--- src/rtl/keypad_code_buffer.sv ---
// keypad_code_buffer: packs keypad digits into an N-digit shift register with
// backspace, enter/lock, synchronous clear, occupancy count and full/reject flags.
// Optional build macro KEYPAD_SYNC_IN_EN inserts a 2-flop synchroniser on found/num.
module keypad_code_buffer #(
  parameter int         NUM_DIGITS = 10,
  parameter logic [3:0] KEY_BS     = 4'hA,
  parameter logic [3:0] KEY_ENT    = 4'hB,
  parameter int         CNT_W      = $clog2(NUM_DIGITS + 1)
) (
  input  logic                    clk,
  input  logic                    rst,
  input  logic                    found,
  input  logic [3:0]              num,
  input  logic                    clear,
  output logic [NUM_DIGITS*4-1:0] registro,
  output logic [CNT_W-1:0]        count,
  output logic [3:0]              disp,
  output logic                    full,
  output logic                    locked,
  output logic                    entered,
  output logic                    reject
);

  localparam int RW = NUM_DIGITS * 4;
  localparam logic [CNT_W-1:0] CNT_MAX = CNT_W'(NUM_DIGITS);

  typedef enum logic [1:0] {ENTRY, HELD, LOCKED} state_t;

  state_t     state;
  logic       key_found;
  logic [3:0] key_num;

`ifdef KEYPAD_SYNC_IN_EN
  logic       found_s1, found_s2;
  logic [3:0] num_s1, num_s2;

  // Two-stage synchroniser; num travels with found so the code stays aligned
  always_ff @(posedge clk or posedge rst) begin
    if (rst) begin
      found_s1 <= 1'b0;
      found_s2 <= 1'b0;
      num_s1   <= '0;
      num_s2   <= '0;
    end else begin
      found_s1 <= found;
      num_s1   <= num;
      found_s2 <= found_s1;
      num_s2   <= num_s1;
    end
  end

  assign key_found = found_s2;
  assign key_num   = num_s2;
`else
  assign key_found = found;
  assign key_num   = num;
`endif

  // Press-handling FSM; every output is a register updated alongside the state
  always_ff @(posedge clk or posedge rst) begin
    if (rst) begin
      state    <= ENTRY;
      registro <= '0;
      count    <= '0;
      disp     <= '0;
      full     <= 1'b0;
      locked   <= 1'b0;
      entered  <= 1'b0;
      reject   <= 1'b0;
    end else begin
      entered <= 1'b0;
      reject  <= 1'b0;
      if (clear) begin
        // clear overrides any key sampled on the same edge; a held key is
        // parked in HELD so it is not taken as a fresh press
        registro <= '0;
        count    <= '0;
        disp     <= '0;
        full     <= 1'b0;
        locked   <= 1'b0;
        state    <= key_found ? HELD : ENTRY;
      end else begin
        unique case (state)
          ENTRY: begin
            if (key_found) begin
              state <= HELD;
              if (key_num == KEY_BS) begin
                if (count != '0) begin
                  registro <= {4'h0, registro[RW-1:4]};
                  disp     <= registro[7:4];
                  count    <= count - 1'b1;
                  full     <= 1'b0;
                end else begin
                  reject <= 1'b1;
                end
              end else if (key_num == KEY_ENT) begin
                if (count != '0) begin
                  state   <= LOCKED;
                  locked  <= 1'b1;
                  entered <= 1'b1;
                end else begin
                  reject <= 1'b1;
                end
              end else if (key_num <= 4'd9) begin
                if (count != CNT_MAX) begin
                  registro <= {registro[RW-5:0], key_num};
                  disp     <= key_num;
                  count    <= count + 1'b1;
                  full     <= (count == CNT_MAX - 1'b1);
                end else begin
                  reject <= 1'b1;
                end
              end else begin
                reject <= 1'b1;
              end
            end
          end
          HELD: begin
            if (!key_found) state <= ENTRY;
          end
          LOCKED: begin
            locked <= 1'b1;
          end
          default: begin
            state <= ENTRY;
          end
        endcase
      end
    end
  end

endmodule

--- config.mk ---
export PLATFORM = sky130hd
export DESIGN_NAME = keypad_code_buffer
export DESIGN_NICKNAME = d
export VERILOG_FILES = /design/src/rtl/keypad_code_buffer.sv
export SDC_FILE = /design/constraint.sdc
export NUM_CORES = 1
export LEC_CHECK = 0
export CORE_AREA = 2 2 90 92
export DETAILED_ROUTE_END_ITERATION = 8
export DIE_AREA = 0 0 92 94
export GPL_ROUTABILITY_DRIVEN = 0
export PLACE_DENSITY = 0.63
export SLEW_MARGIN = 20
export SYNTH_ARGS = -nofsm -noshare
export SYNTH_HDL_FRONTEND = slang
export SYNTH_SLANG_ARGS = --single-unit
--- constraint.sdc ---
create_clock -name clk -period 2.31 [get_ports clk]
set_input_delay 0.231 -clock clk [delete_from_list [all_inputs] [get_ports clk]]
set_output_delay 0.231 -clock clk [all_outputs]
set_load 0.1 [all_outputs]
### After elaboration in Yosys (flattened, before gate mapping)

Cells that the tools add are included.

* output and inout port bits: 52
* flip-flop bits (word level): 54
* input bits: 8
* logic and storage cells: 95

* order comparisons: 1
* muxes and demuxes: 60
* add/sub/neg operators: 2
* equality and inequality tests: 14
* reduce and logical (&&, ||, !) cells: 10

Operator list (number)
* $mux W40: 8
* $mux W4: 16
* $mux W1: 28
* $ne A3 B3 Y1 const B: 6
* $eq A4 B4 Y1 const B: 3
* $mux W2: 6
* $reduce_bool A3 Y1: 3
* $pmux W2 S3: 1
* $reduce_and A6 Y1: 1
* $reduce_and A5 Y1: 1
* $add A4 B1 Y4 const B: 1
* $le A4 B4 Y1 const B: 1
* $ne A4 B4 Y1 const B: 1
* $reduce_bool A2 Y1: 2
* $reduce_bool A4 Y1: 1
* $sub A4 B1 Y4 const B: 1
* $ne A3 B2 Y1 const B: 1
* $reduce_and A3 Y1: 1
* $eq A2 B1 Y1 const B: 1
* $eq A2 B2 Y1 const B: 1
* $logic_not A2 Y1: 1
* $ne A2 B2 Y1 const B: 1
* $pmux W1 S2: 1

### Longest topological paths before layout

Gate-level depths: netlist (run 1).

* depth after elaboration: 8
* depth in mapped cells: 9
* depth with buffers taken out: 7

### Worst setup path before layout (run 1)

Ideal clock, no wire load.

* kind: reg-to-reg
* start: reg count[0]
* end: reg count[3]
* data required time: 2182 ps
* cell stages (with the launch flop): 6
* clock period less this slack: 2367 ps
* setup time: 128 ps
* data arrival time: 2240 ps
* path slack: -57 ps
* buffers on the path: 1
* cell sequence: dfrtp_1 > and4bb_1 > o21a_1 > buf_2 > nor4_4 > mux2_1

* longest elaborated chain between the ends: 8
* elaborated cells on any way between the ends: 15
* classes of those cells: add/sub (2); eq/ne (2); mux (8); reduce/logical (3)

RTL lines
* start, declared: RTL line 16 `output logic [CNT_W-1:0] count,`
* start signal, assigned: RTL line 91 `count <= count - 1'b1;`
* start signal, assigned: RTL line 108 `count <= count + 1'b1;`
* $add A4 B1 Y4: RTL line 108
* $mux W4: RTL line 105 `if (count != CNT_MAX) begin`
* $mux W4: RTL line 104 `end else if (key_num <= 4'd9) begin`
* $mux W4: RTL line 96 `end else if (key_num == KEY_ENT) begin`
* $mux W4: RTL line 87 `if (key_num == KEY_BS) begin`
* $mux W4: RTL line 85 `if (key_found) begin`
* $mux W4: RTL line 83 `unique case (state)`
* $mux W4: RTL line 73 `if (clear) begin`

Parallel ways exist; a longest one is shown, timed or not. The select of a mux whose other input is x is not followed.
A chain may end at the register's enable or synchronous reset.

### Final worst setup path (run 1)

* start: reg count[1]
* end: reg registro[28]

* longest elaborated chain between the ends: 3
* elaborated cells on any way between the ends: 5
* classes of those cells: eq/ne (2); reduce/logical (3)

RTL lines
* $reduce_bool A4 Y1 or $ne A4 B4 Y1 (tied branches): RTL line 88, 105
* $ne A3 B2 Y1 (no source line) or $reduce_bool A3 Y1 (tied branches)
* $reduce_and A6 Y1 (no source line) (*)
* end signal, assigned: RTL line 89 `registro <= {4'h0, registro[RW-1:4]};`
* end signal, assigned: RTL line 106 `registro <= {registro[RW-5:0], key_num};`
* end, declared: RTL line 15 `output logic [NUM_DIGITS*4-1:0] registro,`

Every way passes the cells marked *; elsewhere a longest branch is shown, timed or not.

==> results of run 1 <==
[cell usage after synthesis]
cell | count | share of area
nor2b_1 | 1 | 0.0024
nor3b_1 | 1 | 0.0029
or4_1 | 1 | 0.0029
fa_1 | 1 | 0.0076
a2111oi_2 | 1 | 0.0057
nand4bb_1 | 1 | 0.0043
or3b_4 | 1 | 0.0043
and4bb_1 | 1 | 0.0047
and3b_1 | 1 | 0.0033
dfrtp_1 | 50 | 0.48
inv_1 | 2 | 0.0029
nand3_1 | 7 | 0.013
nor4_4 | 1 | 0.0081
nor4_2 | 1 | 0.0047
and3_1 | 2 | 0.0047
xnor2_1 | 1 | 0.0033
a21oi_2 | 1 | 0.0033
or3_1 | 1 | 0.0024
buf_4 | 10 | 0.029
ha_1 | 2 | 0.0095
o21a_1 | 3 | 0.0086
nor2_1 | 2 | 0.0029
a211oi_1 | 3 | 0.0086
a41oi_1 | 1 | 0.0033
clkbuf_1 | 13 | 0.019
a21oi_1 | 49 | 0.093
o21ai_2 | 1 | 0.0033
buf_6 | 2 | 0.0086
buf_1 | 1 | 0.0014
o21ba_1 | 1 | 0.0038
o21ai_0 | 7 | 0.013
buf_2 | 5 | 0.0095
nor3_1 | 3 | 0.0057
a21o_1 | 1 | 0.0029
clkinv_1 | 1 | 0.0014
mux2_1 | 1 | 0.0043
nand2_1 | 70 | 0.10
a311oi_1 | 34 | 0.11
nor2_4 | 1 | 0.0043
[final timing paths]
check / startpoint / end / slack (ns) / cells after the start
setup / recovery: count[1] / registro[28] / 0.19 / 4
hold / removal: rst / registro[6] / 0.34 / 2
setup reg to reg: count[1] / registro[28] / 0.19 / 4
hold reg to reg: state[0] / state[1] / 0.51 / 1
max in group asynchronous: rst / registro[29] / 1.37 / 3
min in group clk: state[0] / state[1] / 0.51 / 1
[area by class of cell]
class,count,area (sq um),share of cell area
clock inverter,3,25.02,0.007491
tap,102,127.6,0.03820
timing repair buffer,82,658.1,0.1970
multi-input combinational,202,1196,0.3581
clock buffer,5,68.82,0.02060
sequential,50,1254,0.3753
inverter,3,11.26,0.003371
[critical path, delay by kind of cell (launching register included)]
kind	cells	cell delay [ns]
AOI/OAI and AO/OA	2	0.44
DFF	1	0.50
and+or+nand+nor	2	1.00
[state kept, by name, indices dropped and copies added, names as in the netlist]
name,cells
count,4
entered,1
locked,1
registro,40
state,2
reject,1
full,1
[power breakdown]
group | internal [mW] | leakage (nW) | switching [mW]
logic | 0.160 | 0.679 | 0.512
registers | 0.917 | 0.679 | 0.0548
clock network | 0.219 | 0.0447 | 0.323
total | 1.30 | 1.40 | 0.891
[per-layer routing]
layer / part of all wire / GRT usage / routed length [um]
met2: 0.48 / 0.2776 / 3553
met3: 0.062 / 0.03531 / 462
met4: 0.014 / 0.04353 / 107
met1: 0.44 / 0.2416 / 3280
met5: 0 / 0 / 0
[metrics by stage]
stage               utilization  TNS (ns)
floorplan                     -         0
global placement         0.4268    -1.493
detailed placement       0.4268    -3.014
CTS                      0.4391         0
global route             0.4391         0
finish                   0.4391         0
[cells by family (layout without fill, tap and decap cells)]
kind of cell	Yosys count	after routing	synth area share
xor gates and xnor gates	1	1	0.003326
DFF	50	50	0.4751
muxes	1	1	0.004275
and+or+nand+nor	95	95	0.1705
buffers and inverters	34	93	0.07078
adders and majority gates	3	3	0.01710
AOI/OAI and AO/OA	102	102	0.2589
==> impl_metrics.env, run 1 <==
export IMPL_layout_commonest_cell="buf_4"
export IMPL_nets=355
export IMPL_slew_violations=0
export IMPL_setup_viol=0
export IMPL_cp_end_kind="register"
export IMPL_critPathMaxStageDelay_ns=0.71
export IMPL_peakVddDrop_mv=0.2646
export IMPL_power_density_nw_per_um2=654.7
export IMPL_place_area_sq_um=3247
export IMPL_worstMarginPinSlew_ns=0.8922
export IMPL_numClockSinks=50
export IMPL_core_area_sq_um=7607
export IMPL_fin_ws_ns=0.1912
export IMPL_status="completed"
export IMPL_holdBufCountCts=0
export IMPL_grt_pass1_vias=2340
export IMPL_power_mw=2.187
export IMPL_instances_no_fill=447
export IMPL_wl_per_cell_um=16.56
export IMPL_first_iter_violations=180
export IMPL_cts_buffer_depth=2
export IMPL_final_cell_mix="73 x buf_4, 70 x nand2_1, 49 x a21oi_1"
export IMPL_n_antenna_cell=0
export IMPL_cts_buffers=5
export IMPL_rows=32
export IMPL_fp_dieArea_sq_um=8648
export IMPL_dp_hpwl_um=4852
export IMPL_p_leak_nw=1.403
export IMPL_initial_core_util=0.3462
export IMPL_dp_cells=439
export IMPL_cts_tree="built"
export IMPL_postSynthRegisterBits=50
export IMPL_maxCapViolations=0
export IMPL_place_port_buffers=59
export IMPL_num_fill_cells=785
export IMPL_synth_cell_types=39
export IMPL_drt_pass1_iterations=4
export IMPL_yosysSeqAreaShare=0.4751
export IMPL_ys_warn_count=0
export IMPL_crit_fanout=37
export IMPL_ant_nets=0
export IMPL_root_buffer="clkbuf_8"
export IMPL_antenna_found_initial=0
export IMPL_synthesis_nets=297
export IMPL_final_hold_viol_count=0
export IMPL_drive_gt1_frac=0.2696
export IMPL_holdWs_ns=0.3433
export IMPL_fin_crit_sh=0.9172
export IMPL_worst_setup_path_start_kind="register"
export IMPL_areaGrowthSynthToFinish_pct=26.84
export IMPL_cts_htree_levels=2
export IMPL_critical_path_slowest_cell="nor2_4"
export IMPL_rsz0062_at_grt="false"
export IMPL_insertion_delay_ns=0.31
export IMPL_die_w_um=92
export IMPL_dr_total_vias=2473
export IMPL_syn_inst=286
export IMPL_cp_arrival_ns=2.25
export IMPL_design_area_sq_um=3341
export IMPL_cts_resized=0
export IMPL_max_freq_mhz=472.0
export IMPL_worstSetupPathType="register to register"
export IMPL_grt_max_degree=39
export IMPL_fin_crit_ns=2.119
export IMPL_grt_pass1_wl_um=12100
export IMPL_clkTransAtPathRegs_ns=0.11
export IMPL_avgSynthCellArea_sq_um=9.209
export IMPL_post_place_ws_ns=-0.1234
export IMPL_drc_errors=0
export IMPL_grt_total_usage=0.1733
export IMPL_ios=60
export IMPL_relSlewSlack=0.4038
export IMPL_grt_overflow=0
export IMPL_dieHeight_um=94
export IMPL_crit_chain="and4bb_1 -> o21a_1 -> nor2_4 -> a311oi_1"
export IMPL_required_ns=2.44
export IMPL_syn_area_sq_um=2634
export IMPL_avgViaCountPerCell=5.532
export IMPL_totalWireLength_um=7403
export IMPL_clock_skew_ns=0.01370
export IMPL_hold_class="input port to asynchronous set/reset pin"
export IMPL_cts_setup_buffers=0
Note: power is estimated with default switching activity, not from simulation.
==> run 2: changes to the inputs <==
--- a/config.mk
+++ b/config.mk
@@ -9,7 +9,7 @@
 export DETAILED_ROUTE_END_ITERATION = 8
 export DIE_AREA = 0 0 92 94
 export GPL_ROUTABILITY_DRIVEN = 0
-export PLACE_DENSITY = 0.63
+export PLACE_DENSITY_LB_ADDON = 0.2
 export SLEW_MARGIN = 20
 export SYNTH_ARGS = -nofsm -noshare
 export SYNTH_HDL_FRONTEND = slang
==> impl_metrics.env, run 2 (synthesis results as in run 1) <==
export IMPL_crit_fanout=37
export IMPL_reg_top3="registro: 40 flops, count: 4 flops, state: 2 flops"
export IMPL_place_area_sq_um=3237
export IMPL_numClockSinks=50
export IMPL_nets=353
export IMPL_drt_pass1_iterations=4
export IMPL_fp_dieArea_sq_um=8648
export IMPL_first_iter_violations=199
export IMPL_power_density_nw_per_um2=711.8
export IMPL_dr_total_vias=2448
export IMPL_cp_end_kind="register"
export IMPL_design_area_sq_um=3379
export IMPL_core_area_sq_um=7607
export IMPL_drc_errors=0
export IMPL_cts_buffers=5
export IMPL_setup_viol=0
export IMPL_slew_violations=0
export IMPL_ant_nets=0
export IMPL_p_leak_nw=1.421
export IMPL_status="completed"
export IMPL_largest_reg_flops=40
export IMPL_maxCapViolations=0
export IMPL_grt_pass1_vias=2289
export IMPL_largest_register="registro"
export IMPL_ios=60
export IMPL_fin_crit_ns=2.114
export IMPL_worst_setup_path_start_kind="register"
export IMPL_initial_core_util=0.3462
export IMPL_grt_max_degree=39
export IMPL_p_comb_frac=0.278
export IMPL_wl_per_cell_um=16.87
export IMPL_dieHeight_um=94
export IMPL_cts_setup_buffers=0
export IMPL_peakVddDrop_mv=0.2622
export IMPL_grt_overflow=0
export IMPL_intPower_mw=1.537
export IMPL_instances_no_fill=445
export IMPL_place_port_buffers=59
export IMPL_avgViaCountPerCell=5.501
export IMPL_drive_gt1_frac=0.2682
export IMPL_cts_htree_levels=2
export IMPL_hold_class="input port to asynchronous set/reset pin"
export IMPL_layout_commonest_cell="buf_4"
export IMPL_fin_ws_ns=0.1963
export IMPL_post_place_ws_ns=-0.07403
export IMPL_required_ns=2.44
export IMPL_dp_cells=437
export IMPL_worstSetupPathType="register to register"
export IMPL_pwr_share_seq=0.404
export IMPL_rsz0062_at_grt="false"
export IMPL_fin_crit_sh=0.9150
export IMPL_insertion_delay_ns=0.30
export IMPL_n_antenna_cell=0
export IMPL_final_cell_mix="71 x buf_4, 70 x nand2_1, 49 x a21oi_1"
export IMPL_p_sw_uw=868.3
export IMPL_antenna_found_initial=0
export IMPL_relSlewSlack=0.3875
export IMPL_rows=32
export IMPL_clockPowerShare=0.318
export IMPL_cts_buffer_depth=2
export IMPL_totalWireLength_um=7507
export IMPL_root_buffer="clkbuf_8"
export IMPL_clock_skew_ns=0.006897
export IMPL_grt_total_usage=0.1738
export IMPL_max_freq_mhz=473.1
export IMPL_grt_pass1_wl_um=12040
export IMPL_areaGrowthSynthToFinish_pct=28.31
export IMPL_clkTransAtPathRegs_ns=0.09
export IMPL_power_mw=2.405
export IMPL_switching_share=0.3610
export IMPL_cts_tree="built"
export IMPL_holdBufCountCts=0
export IMPL_cts_resized=0
export IMPL_worstMarginPinSlew_ns=0.9166
export IMPL_fin_util=0.4442
export IMPL_cp_arrival_ns=2.24
export IMPL_final_hold_viol_count=0
export IMPL_dp_hpwl_um=4854
export IMPL_die_w_um=92
run 2: power groups by stage:
stage / clock network [mW] / logic, mW / registers (mW)
floorplan: 0 / 0.221 / 1.28
global placement: 0 / 0.669 / 0.990
detailed placement: 0 / 0.671 / 0.990
CTS: 0.777 / 0.673 / 0.973
global route: 0.822 / 0.703 / 0.981
finish: 0.764 / 0.669 / 0.972
run 2: routing by layer:
layer  track usage  up-vias  wire (um)
li1              -     1152          -
met1        0.2379     1223       3491
met2        0.2831       63       3623
met3       0.02889       10        271
met4       0.05348        0        121
met5             0        -          0
run 2: final cells by class:
type                            instances  area, sq um
Fill cell                             765         4228
Sequential cell                        50         1254
Multi-Input combinational cell        202         1201
Timing Repair Buffer                   80        643.1
Tap cell                              102        127.6
Clock buffer                            6        82.58
Clock inverter                          2        60.06
Inverter                                3        11.26
run 2: per-stage QoR:
stage	TNS, ns	hold slack (ns)
3_5_place_dp	-1.006	0.4968
5_1_grt	0	0.3281
4_1_cts	0	0.2971
2_1_floorplan	0	0.3531
3_3_place_gp	-1.032	0.4874
6_report	0	0.2795
run 2: worst max-delay path: stages (launching register included):
cell and delay, ns:
dfrtp_1 0.49, and4bb_1 0.29, o21a_1 0.22, nor2_4 0.73
a311oi_1 0.21
run 2: path summary, 6_finish.rpt:
path / from / endpoint / slack, ns / cells after the start
setup reg to reg: count[1] / registro[32] / 0.20 / 4
hold reg to reg: state[0] / state[1] / 0.51 / 1
setup / recovery: count[1] / registro[32] / 0.20 / 4
min in group clk: state[0] / state[1] / 0.51 / 1
hold / removal: rst / state[0] / 0.28 / 2
max in group asynchronous: rst / registro[3] / 1.37 / 3
